<file path="config.mk">
export PLATFORM = sky130hd
export DESIGN_NAME = mc_main_control_flat
export DESIGN_NICKNAME = d
export VERILOG_FILES = /design/src/rtl/mc_pkg.sv /design/src/rtl/mc_main_control_if.sv /design/src/rtl/mc_mem_timer.sv /design/src/rtl/mc_main_control.sv /design/src/flat_wrapper.sv
export SDC_FILE = /design/constraint.sdc
export NUM_CORES = 1
export LEC_CHECK = 0
export BUFFER_PORTS_ARGS = -buffer_cell sky130_fd_sc_hd__clkbuf_2
export CORE_MARGIN = 5
export CORE_UTILIZATION = 44
export CTS_CLUSTER_SIZE = 16
export DETAILED_ROUTE_END_ITERATION = 8
export PLACE_DENSITY = 0.72
export REMOVE_ABC_BUFFERS = 1
export SYNTH_ARGS = -nofsm -noshare
export SYNTH_HDL_FRONTEND = slang
export SYNTH_SLANG_ARGS = --single-unit
</file>
<file path="constraint.sdc">
create_clock -name clk -period 1.5 [get_ports clk]
set_input_delay 0.225 -clock clk [delete_from_list [all_inputs] [get_ports clk]]
set_output_delay 0.225 -clock clk [all_outputs]
set_load 0.005 [all_outputs]
</file>
<file path="src/rtl/mc_pkg.sv">
// rtl/mc_pkg.sv - state, opcode and control-code encodings shared by the main control slice
package mc_pkg;

  localparam logic [3:0] S_IDLE     = 4'd0;
  localparam logic [3:0] S_FETCH    = 4'd1;
  localparam logic [3:0] S_DECODE   = 4'd2;
  localparam logic [3:0] S_MEM_ADDR = 4'd3;
  localparam logic [3:0] S_MEM_RD   = 4'd4;
  localparam logic [3:0] S_MEM_WB   = 4'd5;
  localparam logic [3:0] S_MEM_WR   = 4'd6;
  localparam logic [3:0] S_EXEC_R   = 4'd7;
  localparam logic [3:0] S_R_WB     = 4'd8;
  localparam logic [3:0] S_BRANCH   = 4'd9;
  localparam logic [3:0] S_JUMP     = 4'd10;
  localparam logic [3:0] S_ADDI_EX  = 4'd11;
  localparam logic [3:0] S_ADDI_WB  = 4'd12;
  localparam logic [3:0] S_HALT     = 4'd13;

  localparam logic [5:0] OP_RTYPE = 6'b000000;
  localparam logic [5:0] OP_LW    = 6'b100011;
  localparam logic [5:0] OP_SW    = 6'b101011;
  localparam logic [5:0] OP_BEQ   = 6'b000100;
  localparam logic [5:0] OP_J     = 6'b000010;
  localparam logic [5:0] OP_ADDI  = 6'b001000;

  localparam logic [1:0] AC_ADD   = 2'b00;
  localparam logic [1:0] AC_SUB   = 2'b01;
  localparam logic [1:0] AC_FUNCT = 2'b10;

  localparam logic [1:0] SRCB_RT     = 2'b00;
  localparam logic [1:0] SRCB_FOUR   = 2'b01;
  localparam logic [1:0] SRCB_IMM    = 2'b10;
  localparam logic [1:0] SRCB_IMM_SH = 2'b11;

  localparam logic [1:0] PCS_ALU    = 2'b00;
  localparam logic [1:0] PCS_ALUOUT = 2'b01;
  localparam logic [1:0] PCS_JUMP   = 2'b10;

  typedef struct packed {
    logic       pc_write;
    logic       pc_write_cond;
    logic       i_or_d;
    logic       mem_read;
    logic       mem_write;
    logic       ir_write;
    logic       reg_dst;
    logic       mem_to_reg;
    logic       reg_write;
    logic       alu_src_a;
    logic [1:0] alu_src_b;
    logic [1:0] ac;
    logic [1:0] pc_source;
  } ctrl_t;

  // States that hold a memory strobe until mem_ready or timeout
  function automatic logic is_wait_state(input logic [3:0] s);
    return (s == S_FETCH) || (s == S_MEM_RD) || (s == S_MEM_WR);
  endfunction

endpackage

</file>
<file path="src/rtl/mc_main_control_if.sv">
// rtl/mc_main_control_if.sv - opcode/handshake inputs and datapath strobes of the main control
interface mc_main_control_if;
  logic [5:0] opcode;
  logic       zero;
  logic       mem_ready;
  logic       PCWrite;
  logic       PCWriteCond;
  logic       IorD;
  logic       MemRead;
  logic       MemWrite;
  logic       IRWrite;
  logic       RegDst;
  logic       MemtoReg;
  logic       RegWrite;
  logic       ALUSrcA;
  logic [1:0] ALUSrcB;
  logic [1:0] AC;
  logic [1:0] PCSource;
  logic       mem_err;
  logic       illegal_op;

  modport master (
    input  opcode, zero, mem_ready,
    output PCWrite, PCWriteCond, IorD, MemRead, MemWrite, IRWrite, RegDst,
           MemtoReg, RegWrite, ALUSrcA, ALUSrcB, AC, PCSource, mem_err, illegal_op
  );

  modport slave (
    output opcode, zero, mem_ready,
    input  PCWrite, PCWriteCond, IorD, MemRead, MemWrite, IRWrite, RegDst,
           MemtoReg, RegWrite, ALUSrcA, ALUSrcB, AC, PCSource, mem_err, illegal_op
  );
endinterface

</file>
<file path="src/rtl/mc_mem_timer.sv">
// rtl/mc_mem_timer.sv - memory wait counter; expire marks the last allowed cycle without mem_ready
module mc_mem_timer #(
  parameter int MEM_TIMEOUT = 15,
  parameter int TO_W        = 4
) (
  input  logic clk,
  input  logic rst,
  input  logic clr,
  input  logic en,
  output logic expire
);
  localparam logic [TO_W-1:0] LAST = TO_W'(MEM_TIMEOUT - 1);

  logic [TO_W-1:0] count;

  always_ff @(posedge clk or posedge rst) begin
    if (rst) begin
      count <= '0;
    end else if (clr) begin
      count <= '0;
    end else if (en) begin
      count <= count + 1'b1;
    end
  end

  assign expire = en && (count == LAST);
endmodule

</file>
<file path="src/rtl/mc_main_control.sv">
// rtl/mc_main_control.sv - multicycle MIPS main control FSM; MC_ILLEGAL_TRAP_EN traps illegal opcodes into HALT
module mc_main_control
  import mc_pkg::*;
#(
  parameter int MEM_TIMEOUT = 15,
  parameter int TO_W        = 4
) (
  input logic               clk,
  input logic               rst,
  mc_main_control_if.master bus
);
  logic [3:0] state;
  logic [3:0] state_next;
  logic       in_wait;
  logic       wait_en;
  logic       wait_clr;
  logic       expire;
  logic       mem_err_q;
  ctrl_t      ctrl;

  assign in_wait  = is_wait_state(state);
  assign wait_en  = in_wait && !bus.mem_ready;
  assign wait_clr = !in_wait || bus.mem_ready || expire;

  mc_mem_timer #(
    .MEM_TIMEOUT(MEM_TIMEOUT),
    .TO_W       (TO_W)
  ) u_timer (
    .clk   (clk),
    .rst   (rst),
    .clr   (wait_clr),
    .en    (wait_en),
    .expire(expire)
  );

  always_comb begin
    state_next = state;
    case (state)
      S_IDLE:     state_next = S_FETCH;
      S_FETCH:    if (bus.mem_ready) state_next = S_DECODE;
                  else if (expire)   state_next = S_FETCH;
      S_DECODE: begin
        case (bus.opcode)
          OP_RTYPE:      state_next = S_EXEC_R;
          OP_LW, OP_SW:  state_next = S_MEM_ADDR;
          OP_BEQ:        state_next = S_BRANCH;
          OP_J:          state_next = S_JUMP;
          OP_ADDI:       state_next = S_ADDI_EX;
`ifdef MC_ILLEGAL_TRAP_EN
          default:       state_next = S_HALT;
`else
          default:       state_next = S_FETCH;
`endif
        endcase
      end
      S_MEM_ADDR: state_next = (bus.opcode == OP_LW) ? S_MEM_RD : S_MEM_WR;
      S_MEM_RD:   if (bus.mem_ready) state_next = S_MEM_WB;
                  else if (expire)   state_next = S_FETCH;
      S_MEM_WB:   state_next = S_FETCH;
      S_MEM_WR:   if (bus.mem_ready || expire) state_next = S_FETCH;
      S_EXEC_R:   state_next = S_R_WB;
      S_R_WB:     state_next = S_FETCH;
      S_BRANCH:   state_next = S_FETCH;
      S_JUMP:     state_next = S_FETCH;
      S_ADDI_EX:  state_next = S_ADDI_WB;
      S_ADDI_WB:  state_next = S_FETCH;
      S_HALT:     state_next = S_HALT;
      default:    state_next = S_IDLE;
    endcase
  end

  always_ff @(posedge clk or posedge rst) begin
    if (rst) begin
      state     <= S_IDLE;
      mem_err_q <= 1'b0;
    end else begin
      state     <= state_next;
      mem_err_q <= expire;
    end
  end

  // Moore decode; IR/PC load in FETCH is the one strobe gated by mem_ready
  always_comb begin
    ctrl = '0;
    case (state)
      S_FETCH: begin
        ctrl.mem_read  = 1'b1;
        ctrl.alu_src_b = SRCB_FOUR;
        ctrl.ac        = AC_ADD;
        ctrl.pc_source = PCS_ALU;
        ctrl.ir_write  = bus.mem_ready;
        ctrl.pc_write  = bus.mem_ready;
      end
      S_DECODE:   ctrl.alu_src_b = SRCB_IMM_SH;
      S_MEM_ADDR: begin
        ctrl.alu_src_a = 1'b1;
        ctrl.alu_src_b = SRCB_IMM;
      end
      S_MEM_RD: begin
        ctrl.mem_read = 1'b1;
        ctrl.i_or_d   = 1'b1;
      end
      S_MEM_WB: begin
        ctrl.reg_write  = 1'b1;
        ctrl.mem_to_reg = 1'b1;
      end
      S_MEM_WR: begin
        ctrl.mem_write = 1'b1;
        ctrl.i_or_d    = 1'b1;
      end
      S_EXEC_R: begin
        ctrl.alu_src_a = 1'b1;
        ctrl.alu_src_b = SRCB_RT;
        ctrl.ac        = AC_FUNCT;
      end
      S_R_WB: begin
        ctrl.reg_write = 1'b1;
        ctrl.reg_dst   = 1'b1;
      end
      S_BRANCH: begin
        ctrl.alu_src_a     = 1'b1;
        ctrl.alu_src_b     = SRCB_RT;
        ctrl.ac            = AC_SUB;
        ctrl.pc_write_cond = 1'b1;
        ctrl.pc_source     = PCS_ALUOUT;
      end
      S_JUMP: begin
        ctrl.pc_write  = 1'b1;
        ctrl.pc_source = PCS_JUMP;
      end
      S_ADDI_EX: begin
        ctrl.alu_src_a = 1'b1;
        ctrl.alu_src_b = SRCB_IMM;
      end
      S_ADDI_WB:  ctrl.reg_write = 1'b1;
      default:    ctrl = '0;
    endcase
  end

  assign bus.PCWrite     = ctrl.pc_write;
  assign bus.PCWriteCond = ctrl.pc_write_cond;
  assign bus.IorD        = ctrl.i_or_d;
  assign bus.MemRead     = ctrl.mem_read;
  assign bus.MemWrite    = ctrl.mem_write;
  assign bus.IRWrite     = ctrl.ir_write;
  assign bus.RegDst      = ctrl.reg_dst;
  assign bus.MemtoReg    = ctrl.mem_to_reg;
  assign bus.RegWrite    = ctrl.reg_write;
  assign bus.ALUSrcA     = ctrl.alu_src_a;
  assign bus.ALUSrcB     = ctrl.alu_src_b;
  assign bus.AC          = ctrl.ac;
  assign bus.PCSource    = ctrl.pc_source;
  assign bus.mem_err     = mem_err_q;

`ifdef MC_ILLEGAL_TRAP_EN
  logic illegal_q;

  always_ff @(posedge clk or posedge rst) begin
    if (rst) begin
      illegal_q <= 1'b0;
    end else if (state == S_DECODE && state_next == S_HALT) begin
      illegal_q <= 1'b1;
    end
  end

  assign bus.illegal_op = illegal_q;
`else
  assign bus.illegal_op = 1'b0;
`endif
endmodule
</file>
<file path="src/flat_wrapper.sv">
// flat-port wrapper written by rule: the top's interface ports become plain ports
module mc_main_control_flat import mc_pkg::*;
#(
  parameter int MEM_TIMEOUT = 15,
  parameter int TO_W        = 4
)
  (clk, rst, bus_opcode, bus_zero, bus_mem_ready, bus_PCWrite, bus_PCWriteCond, bus_IorD, bus_MemRead, bus_MemWrite, bus_IRWrite, bus_RegDst, bus_MemtoReg, bus_RegWrite, bus_ALUSrcA, bus_ALUSrcB, bus_AC, bus_PCSource, bus_mem_err, bus_illegal_op);
  mc_main_control_if bus_i ();
  input logic clk;
  input logic rst;
  input wire logic [$bits(bus_i.opcode)-1:0] bus_opcode;
  input wire logic [$bits(bus_i.zero)-1:0] bus_zero;
  input wire logic [$bits(bus_i.mem_ready)-1:0] bus_mem_ready;
  output wire logic [$bits(bus_i.PCWrite)-1:0] bus_PCWrite;
  output wire logic [$bits(bus_i.PCWriteCond)-1:0] bus_PCWriteCond;
  output wire logic [$bits(bus_i.IorD)-1:0] bus_IorD;
  output wire logic [$bits(bus_i.MemRead)-1:0] bus_MemRead;
  output wire logic [$bits(bus_i.MemWrite)-1:0] bus_MemWrite;
  output wire logic [$bits(bus_i.IRWrite)-1:0] bus_IRWrite;
  output wire logic [$bits(bus_i.RegDst)-1:0] bus_RegDst;
  output wire logic [$bits(bus_i.MemtoReg)-1:0] bus_MemtoReg;
  output wire logic [$bits(bus_i.RegWrite)-1:0] bus_RegWrite;
  output wire logic [$bits(bus_i.ALUSrcA)-1:0] bus_ALUSrcA;
  output wire logic [$bits(bus_i.ALUSrcB)-1:0] bus_ALUSrcB;
  output wire logic [$bits(bus_i.AC)-1:0] bus_AC;
  output wire logic [$bits(bus_i.PCSource)-1:0] bus_PCSource;
  output wire logic [$bits(bus_i.mem_err)-1:0] bus_mem_err;
  output wire logic [$bits(bus_i.illegal_op)-1:0] bus_illegal_op;
  assign bus_i.opcode = bus_opcode;
  assign bus_i.zero = bus_zero;
  assign bus_i.mem_ready = bus_mem_ready;
  assign bus_PCWrite = bus_i.PCWrite;
  assign bus_PCWriteCond = bus_i.PCWriteCond;
  assign bus_IorD = bus_i.IorD;
  assign bus_MemRead = bus_i.MemRead;
  assign bus_MemWrite = bus_i.MemWrite;
  assign bus_IRWrite = bus_i.IRWrite;
  assign bus_RegDst = bus_i.RegDst;
  assign bus_MemtoReg = bus_i.MemtoReg;
  assign bus_RegWrite = bus_i.RegWrite;
  assign bus_ALUSrcA = bus_i.ALUSrcA;
  assign bus_ALUSrcB = bus_i.ALUSrcB;
  assign bus_AC = bus_i.AC;
  assign bus_PCSource = bus_i.PCSource;
  assign bus_mem_err = bus_i.mem_err;
  assign bus_illegal_op = bus_i.illegal_op;
  mc_main_control #(.MEM_TIMEOUT(MEM_TIMEOUT), .TO_W(TO_W)) u_core (.clk(clk), .rst(rst), .bus(bus_i));
endmodule
</file>
==> impl_metrics.env, run 1 <==
export IMPL_max_stage_delay_ns=0.46
export IMPL_final_cell_mix="clkbuf_2 (20), buf_4 (16), nor2_1 (14)"
export IMPL_fin_ws_ns=-0.0532
export IMPL_htreeDepth=1
export IMPL_skew_ns=0.00238
export IMPL_root_buffer="clkbuf_4"
export IMPL_yosys_warnings=0
export IMPL_rows=15
export IMPL_required_ns=1.27
export IMPL_synth_top_family_by_area="simple AND/OR/NAND/NOR gates"
export IMPL_drc_errors=0
export IMPL_synth_cells=100
export IMPL_cp_start_kind="register"
export IMPL_crit_arrival_ns=1.33
export IMPL_setup_viol=10
export IMPL_area_growth_pct=56.1
export IMPL_cts_inserted_buffers=3
export IMPL_power_density_nw_per_um2=1850
export IMPL_final_cells=168
export IMPL_critPathKind="register to output port"
export IMPL_synth_ff_type="dfrtp_1"
export IMPL_fin_util_pct=72.8
export IMPL_hp_class="input port to register"
export IMPL_min_period_over_period_pct=104
export IMPL_synth_largest_area_cell="dfrtp_1"
export IMPL_ys_ff_latch=9
export IMPL_diodes=0
export IMPL_grt_pass1_wl_microns=3640
export IMPL_ys_types=41
export IMPL_yosysTopAreaCellShare_pct=28.0
export IMPL_fmax_mhz=644
export IMPL_synth_cell_area_sq_um=806
export IMPL_dieArea_sq_um=2790
export IMPL_track_usage_pct=17.8
export IMPL_rsz0062_at_grt="yes"
export IMPL_clockBufferDepth=2
export IMPL_max_vdd_ir_drop_v=0.00133
export IMPL_status="finished with violations"
export IMPL_drive_gt1_share_pct=56.6
export IMPL_ant_nets=0
export IMPL_grt_overflow=0
export IMPL_violations="setup timing"
export IMPL_worstPathMaxFanout=6
export IMPL_ios=28
export IMPL_fin_crit_ns=1.55
export IMPL_grt_max_degree=10
export IMPL_endpoint_kind="output port"
export IMPL_dp_hpwl_microns=1570
export IMPL_place_congestion=0.786
export IMPL_grt_pass1_vias=837
export IMPL_die_h_microns=52.8
export IMPL_initial_utilization_pct=46.7
export IMPL_syn_avg_cell_area_sq_um=8.06
export IMPL_coreArea_sq_um=1730
export IMPL_wl_microns=2410
export IMPL_die_w_microns=52.8
export IMPL_path_clk_slew_ns=0.06
export IMPL_io_buffers=25
export IMPL_yosys_area_share_simple_pct=36.2
export IMPL_crit_chain="inv_2 > nor2_1 > and3_1 > or2_1 > clkbuf_2"
export IMPL_muxShareOfSynthArea_pct=0
export IMPL_drv_slew=0
export IMPL_synthArstFlopShare_pct=100
export IMPL_synth_edff_count=0
export IMPL_initialDrtViolationCount=14
export IMPL_hold_viol=0
export IMPL_via_count=901
export IMPL_synthAdderAreaFrac_pct=3.11
export IMPL_ys_top_cells_by_area="dfrtp_1 (28%), nor2_1 (8.9%), buf_4 (4.7%), nor3_1 (4.3%), xnor2_1 (4.3%)"
export IMPL_cap_viol_max_count=0
export IMPL_power_static_leakage_nw=0.614
export IMPL_drt_pre_antenna_iters=4
export IMPL_tritoncts="built"
export IMPL_antenna_found_initial=0
export IMPL_yosysSeqAreaShare_pct=28.0
export IMPL_synth_xor_area_share_pct=5.43
export IMPL_cts_sinks=9
export IMPL_critPathSlowestCell="dfrtp_2"
export IMPL_via_per_inst=5.36
export IMPL_synth_compound_area_share_pct=17.7
export IMPL_placed_cells=153
export IMPL_whs_ns=0.205
export IMPL_final_common_cell="clkbuf_2"
export IMPL_final_nets=156
export IMPL_drt_wirelength_per_cell_microns=14.4
export IMPL_clock_latency_ns=0.26
-- final timing paths --
check                                                          from  depth (start not counted)                                   to  slack, ns
worst max-delay path                    u_core.state[0]$_DFFE_PP0P_                          5                          bus_PCWrite      -0.05
worst min-delay path                                  bus_opcode[0]                          2          u_core.state[3]$_DFFE_PP0P_       0.20
worst max register to register          u_core.state[0]$_DFFE_PP0P_                          3          u_core.state[2]$_DFFE_PP0P_      -0.03
worst min register to register  u_core.u_timer.count[0]$_DFFE_PP0P_                          2  u_core.u_timer.count[0]$_DFFE_PP0P_       0.54
max in group asynchronous                                       rst                          3          u_core.state[2]$_DFFE_PP0P_       0.78
min in group asynchronous                                       rst                          3         u_core.bus.mem_err$_DFF_PP0_       0.45
-- through the flow --
step,setup WS (ns),area (sq um),setup TNS [ns],power (mW)
floorplan,-0.00867,743,-0.00867,1.06
global placement,0.0348,990,0,1.55
detailed placement,0.000722,990,0,1.57
CTS,-0.0290,1170,-0.0846,2.09
global route,-0.106,1260,-0.752,2.50
finish,-0.0532,1260,-0.206,2.33
-- layer usage --
metal / up-vias / GRT usage (%) / wire length [microns]
li1: 427 / - / -
met1: 432 / 21.4 / 978
met2: 34 / 30.6 / 1270
met3: 8 / 4.84 / 110
met4: 0 / 5.11 / 55
met5: - / 0 / 0
-- final cells by class --
type | count | area [sq um]
clock buffers | 4 | 26.3
fillers | 132 | 469
inverters | 3 | 11.3
multi-input cells | 79 | 627
flip-flops and latches | 9 | 230
well taps | 25 | 31.3
repair buffers | 48 | 332
-- registers in the layout (all words and copies together), names as in the netlist --
name                  flops
u_core.state              4
u_core.u_timer.count      4
u_core.bus.mem_err        1
-- synth_stat cells, types with 2 or more instances --
| library cell | n |
|---|---|
| nor2b_1 | 2 |
| nor2_1 | 19 |
| and3_1 | 2 |
| a21oi_1 | 4 |
| ha_1 | 2 |
| inv_1 | 2 |
| buf_2 | 2 |
| xnor2_1 | 4 |
| dfrtp_1 | 9 |
| nor3_1 | 7 |
| o21ai_0 | 4 |
| nand2_1 | 8 |
| or2_1 | 2 |
| buf_4 | 5 |
| nand2b_4 | 2 |
-- where the power goes --
group          internal [mW]  switching [mW]  leakage [nW]
sequential             0.317           0.113         0.115
combinational          0.910           0.806         0.484
clock                  0.102          0.0837        0.0150
total                   1.33            1.00         0.614
-- critical path: cells and delay by family (launching register included) --
family | cells | cell delay (ns)
buffers and inverters | 2 | 0.20
flip-flops | 1 | 0.46
AND/OR/NAND/NOR | 3 | 0.40
-- cell families (layout without fill, tap and decap cells) --
group,count (synthesis),after routing
other,1,1
buffers and inverters,12,55
and+or+nand+nor,53,53
xor gates and xnor gates,5,5
adders and majority gates,2,2
AOI/OAI and AO/OA,18,18
DFF,9,9
-- timing repair --
action / CTS / global route
setup buffers: 9 / 1
pin swaps: 5 / 7
hold buffers: 1 / 0
resized for setup: 19 / 21
hold endpoints to repair: 9 / 0
setup endpoints to repair: 16 / 22
No activity file was read; power rests on OpenSTA's default activity.
==> inputs of run 2 (changes only) <==
--- a/config.mk
+++ b/config.mk
@@ -11,7 +11,6 @@
 export CTS_CLUSTER_SIZE = 16
 export DETAILED_ROUTE_END_ITERATION = 8
 export PLACE_DENSITY = 0.72
-export REMOVE_ABC_BUFFERS = 1
 export SYNTH_ARGS = -nofsm -noshare
 export SYNTH_HDL_FRONTEND = slang
 export SYNTH_SLANG_ARGS = --single-unit
==> run 2 against run 1 <==
  * The run still ends with setup timing left
  * Critical path depth unchanged
  * Count of clock-buffer cells in the layout stayed put
  * Cell count grew 1.2%
  * Fmax shrank 2.3%
  * Routed wire length increased by 6.3%
  * Global-route usage decreased by 2.0 points
  * Clock skew rose by 0.011 ns
  * Sequential share of layout area decreased by 0.73 points
  * Final area rose by 3.6%
  * Clock power hardly changed
  * First-iteration DRC count increased to 2.7 times the previous value
  * Register-to-register slack worse by 0.04 ns
  * Critical endpoint is now bus_RegWrite
==> impl_metrics.env, run 2 (synthesis results as in run 1) <==
export IMPL_rr_worst_depth=3
export IMPL_skew_ns=0.0138
export IMPL_coreArea_sq_um=1730
export IMPL_max_stage_delay_ns=0.45
export IMPL_htreeDepth=1
export IMPL_dp_hpwl_microns=1470
export IMPL_cap_viol_max_count=0
export IMPL_required_ns=1.27
export IMPL_fin_ws_ns=-0.0892
export IMPL_drv_slew=0
export IMPL_cts_sinks=9
export IMPL_hp_start="bus_opcode[0]"
export IMPL_root_buffer="clkbuf_4"
export IMPL_critPathSlowestCell="dfrtp_2"
export IMPL_initial_utilization_pct=46.7
export IMPL_via_per_inst=5.35
export IMPL_max_vdd_ir_drop_v=0.00128
export IMPL_ant_nets=0
export IMPL_clockBufferDepth=2
export IMPL_final_cell_mix="clkbuf_2 (18), buf_4 (16), nor2_1 (10)"
export IMPL_diodes=0
export IMPL_die_w_microns=52.8
export IMPL_drt_wirelength_per_cell_microns=15.1
export IMPL_ios=28
export IMPL_critPathKind="register to output port"
export IMPL_grt_overflow=0
export IMPL_crit_arrival_ns=1.36
export IMPL_fmax_mhz=629
export IMPL_crit_chain="buf_6 > nor2b_1 > nor2_1 > nor2_1 > buf_2"
export IMPL_r2r_start="u_core.state[2]$_DFFE_PP0P_"
export IMPL_drt_pre_antenna_iters=4
export IMPL_final_common_cell="clkbuf_2"
export IMPL_drc_errors=0
export IMPL_hp_class="input port to register"
export IMPL_dieArea_sq_um=2790
export IMPL_setup_viol=10
export IMPL_hold_end="u_core.state[3]$_DFFE_PP0P_"
export IMPL_drive_gt1_share_pct=59.3
export IMPL_antenna_found_initial=0
export IMPL_wl_microns=2560
export IMPL_status="finished with violations"
export IMPL_grt_max_degree=10
export IMPL_rows=15
export IMPL_worstHoldPathCells=2
export IMPL_crit_path_frequent_cell="nor2_1"
export IMPL_die_h_microns=52.8
export IMPL_grt_pass1_vias=785
export IMPL_track_usage_pct=15.8
export IMPL_hold_viol=0
export IMPL_endpoint_kind="output port"
export IMPL_cts_inserted_buffers=3
export IMPL_rsz0062_at_grt="yes"
export IMPL_power_static_leakage_nw=0.630
export IMPL_timing_rr_end="u_core.state[2]$_DFFE_PP0P_"
export IMPL_synth_net_count=112
export IMPL_violations="setup timing"
export IMPL_place_congestion=0.815
export IMPL_cp_start_kind="register"
export IMPL_via_count=909
export IMPL_initialDrtViolationCount=38
export IMPL_grt_pass1_wl_microns=3330
export IMPL_final_nets=158
export IMPL_min_period_over_period_pct=106
export IMPL_dp_slack_ns=0.0155
export IMPL_fillers=125
export IMPL_path_clk_slew_ns=0.07
export IMPL_worstPathMaxFanout=5
export IMPL_area_growth_pct=61.6
export IMPL_io_buffers=25
export IMPL_clock_latency_ns=0.27
export IMPL_tritoncts="built"
export IMPL_finalSetupTns_ns=-0.544
export IMPL_fin_crit_ns=1.59
export IMPL_r2r_setup_slack_ns=-0.07
export IMPL_power_density_nw_per_um2=1860
-- run 2: cell type report --
cell class / count / area (sq um) / share of cell area (%)
inverter: 3 / 11.3 / 0.865
clock buffer: 4 / 26.3 / 2.02
tap: 25 / 31.3 / 2.40
sequential: 9 / 229 / 17.6
timing repair buffer: 50 / 369 / 28.3
multi-input combinational: 79 / 636 / 48.8
-- run 2: routing by layer --
metal	GRT usage [%]	routed length [microns]
met5	0	0
met4	3.40	22
met3	3.70	148
met2	27.9	1380
met1	19.3	1010
-- run 2: worst max-delay path by stage --
stage,start,cells after the start,to,slack (ns)
floorplan,u_core.u_timer.count[0]$_DFFE_PP0P_,5,u_core.u_timer.count[2]$_DFFE_PP0P_,0.08
global placement,u_core.state[0]$_DFFE_PP0P_,2,u_core.state[2]$_DFFE_PP0P_,0.05
finish,u_core.state[0]$_DFFE_PP0P_,5,bus_RegWrite,-0.09
detailed placement,u_core.u_timer.count[0]$_DFFE_PP0P_,5,u_core.u_timer.count[3]$_DFFE_PP0P_,0.02
global route,u_core.state[0]$_DFFE_PP0P_,5,bus_RegWrite,-0.15
CTS,u_core.state[2]$_DFFE_PP0P_,6,bus_RegWrite,-0.08
-- run 2: through the flow --
| step | instance area, sq um | hold slack (ns) | std cells | util, % | total power, mW |
|---|---|---|---|---|---|
| 2_1_floorplan | 806 | 0.0529 | 100 | - | 1.16 |
| 3_3_place_gp | 987 | 0.176 | 151 | 57.2 | 1.54 |
| 3_5_place_dp | 987 | 0.187 | 151 | 57.2 | 1.56 |
| 4_1_cts | 1110 | 0.182 | 164 | 64.1 | 1.95 |
| 5_1_grt | 1300 | 0.187 | 170 | 75.4 | 2.58 |
| 6_report | 1300 | 0.191 | 170 | 75.4 | 2.42 |
-- run 2: repair_timing --
| action | in CTS | in global routing |
|---|---|---|
| setup buffers | 8 | 6 |
| resized for setup | 8 | 37 |
| hold buffers | 1 | 0 |
| hold endpoints to repair | 9 | 0 |
| pin swaps | 2 | 11 |
| cloned | 0 | 0 |
| endpoints found under the setup margin | 15 | 23 |
-- run 2: worst max-delay path: cells and delay by family, from the launching register on --
kind	cells	cell delay, ns
flops	1	0.45
simple gates	3	0.36
buf+inv	2	0.28
-- run 2: power by group --
part	total (mW)	leakage [nW]	switching, mW	internal (mW)
logic	1.82	0.498	0.849	0.967
registers	0.417	0.116	0.102	0.315
clock network	0.188	0.0150	0.0853	0.102
==> inputs of run 3 (changes only) <==
--- a/config.mk
+++ b/config.mk
@@ -6,11 +6,12 @@
 export NUM_CORES = 1
 export LEC_CHECK = 0
 export BUFFER_PORTS_ARGS = -buffer_cell sky130_fd_sc_hd__clkbuf_2
-export CORE_MARGIN = 5
-export CORE_UTILIZATION = 44
+export CORE_MARGIN = 2
+export CORE_UTILIZATION = 46
+export CTS_BUF_LIST = sky130_fd_sc_hd__clkbuf_8
 export CTS_CLUSTER_SIZE = 16
 export DETAILED_ROUTE_END_ITERATION = 8
-export PLACE_DENSITY = 0.72
+export PLACE_DENSITY = 0.75
 export SYNTH_ARGS = -nofsm -noshare
 export SYNTH_HDL_FRONTEND = slang
 export SYNTH_SLANG_ARGS = --single-unit
==> run 3 against run 2 <==
  * The flow still finishes with violations (setup timing)
  * Final area is 2.1% lower
  * Via count grew 4.5%
  * Highest routed layer unchanged
  * Non-clock buffer count increased by 1
  * Combinational power decreased by 3%
  * Clock power up 47%
  * Flip-flop and latch count unchanged
  * Routed wire length up 4.8%
  * Sequential power is 4.8% higher
  * Worst hold slack better by 0.030 ns
  * Clock skew decreased by 0.010 ns
==> impl_metrics.env, run 3 (synthesis results as in run 1) <==
export IMPL_critPathKind="register to output port"
export IMPL_antenna_found_initial=0
export IMPL_htreeDepth=1
export IMPL_min_period_over_period_pct=107
export IMPL_fmax_mhz=623
export IMPL_wl_met3_microns=172
export IMPL_via_per_inst=5.83
export IMPL_power_static_leakage_nw=0.632
export IMPL_drc_errors=0
export IMPL_area_growth_pct=58.2
export IMPL_die_h_microns=45.9
export IMPL_timing_rr_end="u_core.u_timer.count[3]$_DFFE_PP0P_"
export IMPL_final_cells=163
export IMPL_ios=28
export IMPL_crit_arrival_ns=1.38
export IMPL_required_ns=1.27
export IMPL_rsz0062_at_grt="yes"
export IMPL_coreArea_sq_um=1690
export IMPL_post_dp_cell_area_sq_um=1000
export IMPL_worstPathMaxFanout=7
export IMPL_worstHoldPathCells=2
export IMPL_drt_pre_antenna_iters=4
export IMPL_grt_pass1_vias=747
export IMPL_initialDrtViolationCount=29
export IMPL_final_nets=159
export IMPL_multi_input_area_sq_um=607
export IMPL_clockBufferDepth=2
export IMPL_violations="setup timing"
export IMPL_skew_ns=0.00364
export IMPL_status="finished with violations"
export IMPL_root_buffer="clkbuf_8"
export IMPL_final_common_cell="clkbuf_2"
export IMPL_hp_class="input port to register"
export IMPL_dr_max_layer_used="met4"
export IMPL_via_count=950
export IMPL_grt_overflow=0
export IMPL_ant_nets=0
export IMPL_regArea_sq_um=229
export IMPL_path_clk_slew_ns=0.05
export IMPL_route_met2_wl_microns=1380
export IMPL_cts_inserted_buffers=3
export IMPL_hp_start="bus_opcode[2]"
export IMPL_fillers=111
export IMPL_drive_gt1_share_pct=56.2
export IMPL_drv_slew=0
export IMPL_rows=15
export IMPL_clock_latency_ns=0.24
export IMPL_die_w_microns=45.9
export IMPL_hold_viol=0
export IMPL_setup_viol=7
export IMPL_r2r_start="u_core.u_timer.count[1]$_DFFE_PP0P_"
export IMPL_fin_ws_ns=-0.104
export IMPL_cap_viol_max_count=0
export IMPL_met1_length_microns=1060
export IMPL_place_congestion=0.825
export IMPL_r2r_setup_slack_ns=-0.04
export IMPL_grt_max_degree=11
export IMPL_io_buffers=25
export IMPL_dp_hpwl_microns=1540
export IMPL_final_area_sq_um=1270
export IMPL_rr_worst_depth=4
export IMPL_wl_microns=2690
export IMPL_cts_sinks=9
export IMPL_power_density_nw_per_um2=1950
export IMPL_grt_pass1_wl_microns=3280
export IMPL_tritoncts="built"
export IMPL_drt_wirelength_per_cell_microns=16.5
export IMPL_diodes=0
export IMPL_max_vdd_ir_drop_v=0.00112
export IMPL_placed_cells=146
export IMPL_fin_util_pct=75.5
export IMPL_endpoint_kind="output port"
export IMPL_initial_utilization_pct=47.7
export IMPL_dieArea_sq_um=2100
export IMPL_hold_end="u_core.state[1]$_DFFE_PP0P_"
export IMPL_track_usage_pct=21.6
export IMPL_crit_start="u_core.state[0]$_DFFE_PP0P_"
export IMPL_synth_net_count=112
export IMPL_fin_crit_ns=1.60
export IMPL_cp_start_kind="register"
export IMPL_final_cell_mix="clkbuf_2 (18), buf_4 (17), nor2_1 (15)"
export IMPL_finalPower_mw=2.48
## run 3: routing by layer
layer  vias to the layer above  GRT usage (%)
met4                         0           6.29
met1                       455           26.5
met2                        48           36.9
li1                        437              -
met3                        10           5.56
met5                         -              0
## run 3: repair_timing
action	4_1_cts	5_1_grt
resized for setup	12	30
hold buffers	1	0
endpoints found under the setup margin	15	20
endpoints found under the hold margin	9	0
pin swaps	2	8
setup buffers	5	8
## run 3: worst max-delay path, cell delays in order (launching register included)
cell and delay (ns):
dfrtp_2 0.45, buf_4 0.17, xnor2_1 0.14, nor3_1 0.21, buf_2 0.16
## run 3: report_power, final
group | switching, mW | leakage (nW) | internal (mW) | total (mW)
sequential | 0.121 | 0.116 | 0.316 | 0.437
combinational | 0.813 | 0.488 | 0.954 | 1.77
clock | 0.0989 | 0.0269 | 0.178 | 0.277
## run 3: per-stage QoR
step / hold WS [ns] / TNS (ns) / worst slack, ns
final: 0.221 / -0.257 / -0.104
after global routing: 0.224 / -0.552 / -0.152
after CTS: 0.221 / -0.0824 / -0.0295
after detailed placement: 0.182 / -0.0268 / -0.0241
after global placement: 0.172 / 0 / 0.0360
after floorplan: 0.0529 / 0 / 0.0776
## run 3: how the worst max path moves through the flow
stage	slack [ns]	endpoint	cells past startpoint
3_5_place_dp	-0.02	u_core.u_timer.count[0]$_DFFE_PP0P_	4
2_1_floorplan	0.08	u_core.u_timer.count[2]$_DFFE_PP0P_	5
3_3_place_gp	0.04	u_core.state[2]$_DFFE_PP0P_	2
4_1_cts	-0.03	bus_PCWrite	5
5_1_grt	-0.15	bus_ALUSrcB[0]	4
6_report	-0.10	bus_ALUSrcB[0]	4
## run 3: cell type report
cell class / instances / area share [%]
Multi-Input combinational cell: 79 / 47.6
Timing Repair Buffer: 51 / 28.4
Sequential cell: 9 / 18.0
Clock buffer: 3 / 3.24
Tap cell: 17 / 1.67
Inverter: 3 / 0.883
Clock inverter: 1 / 0.294
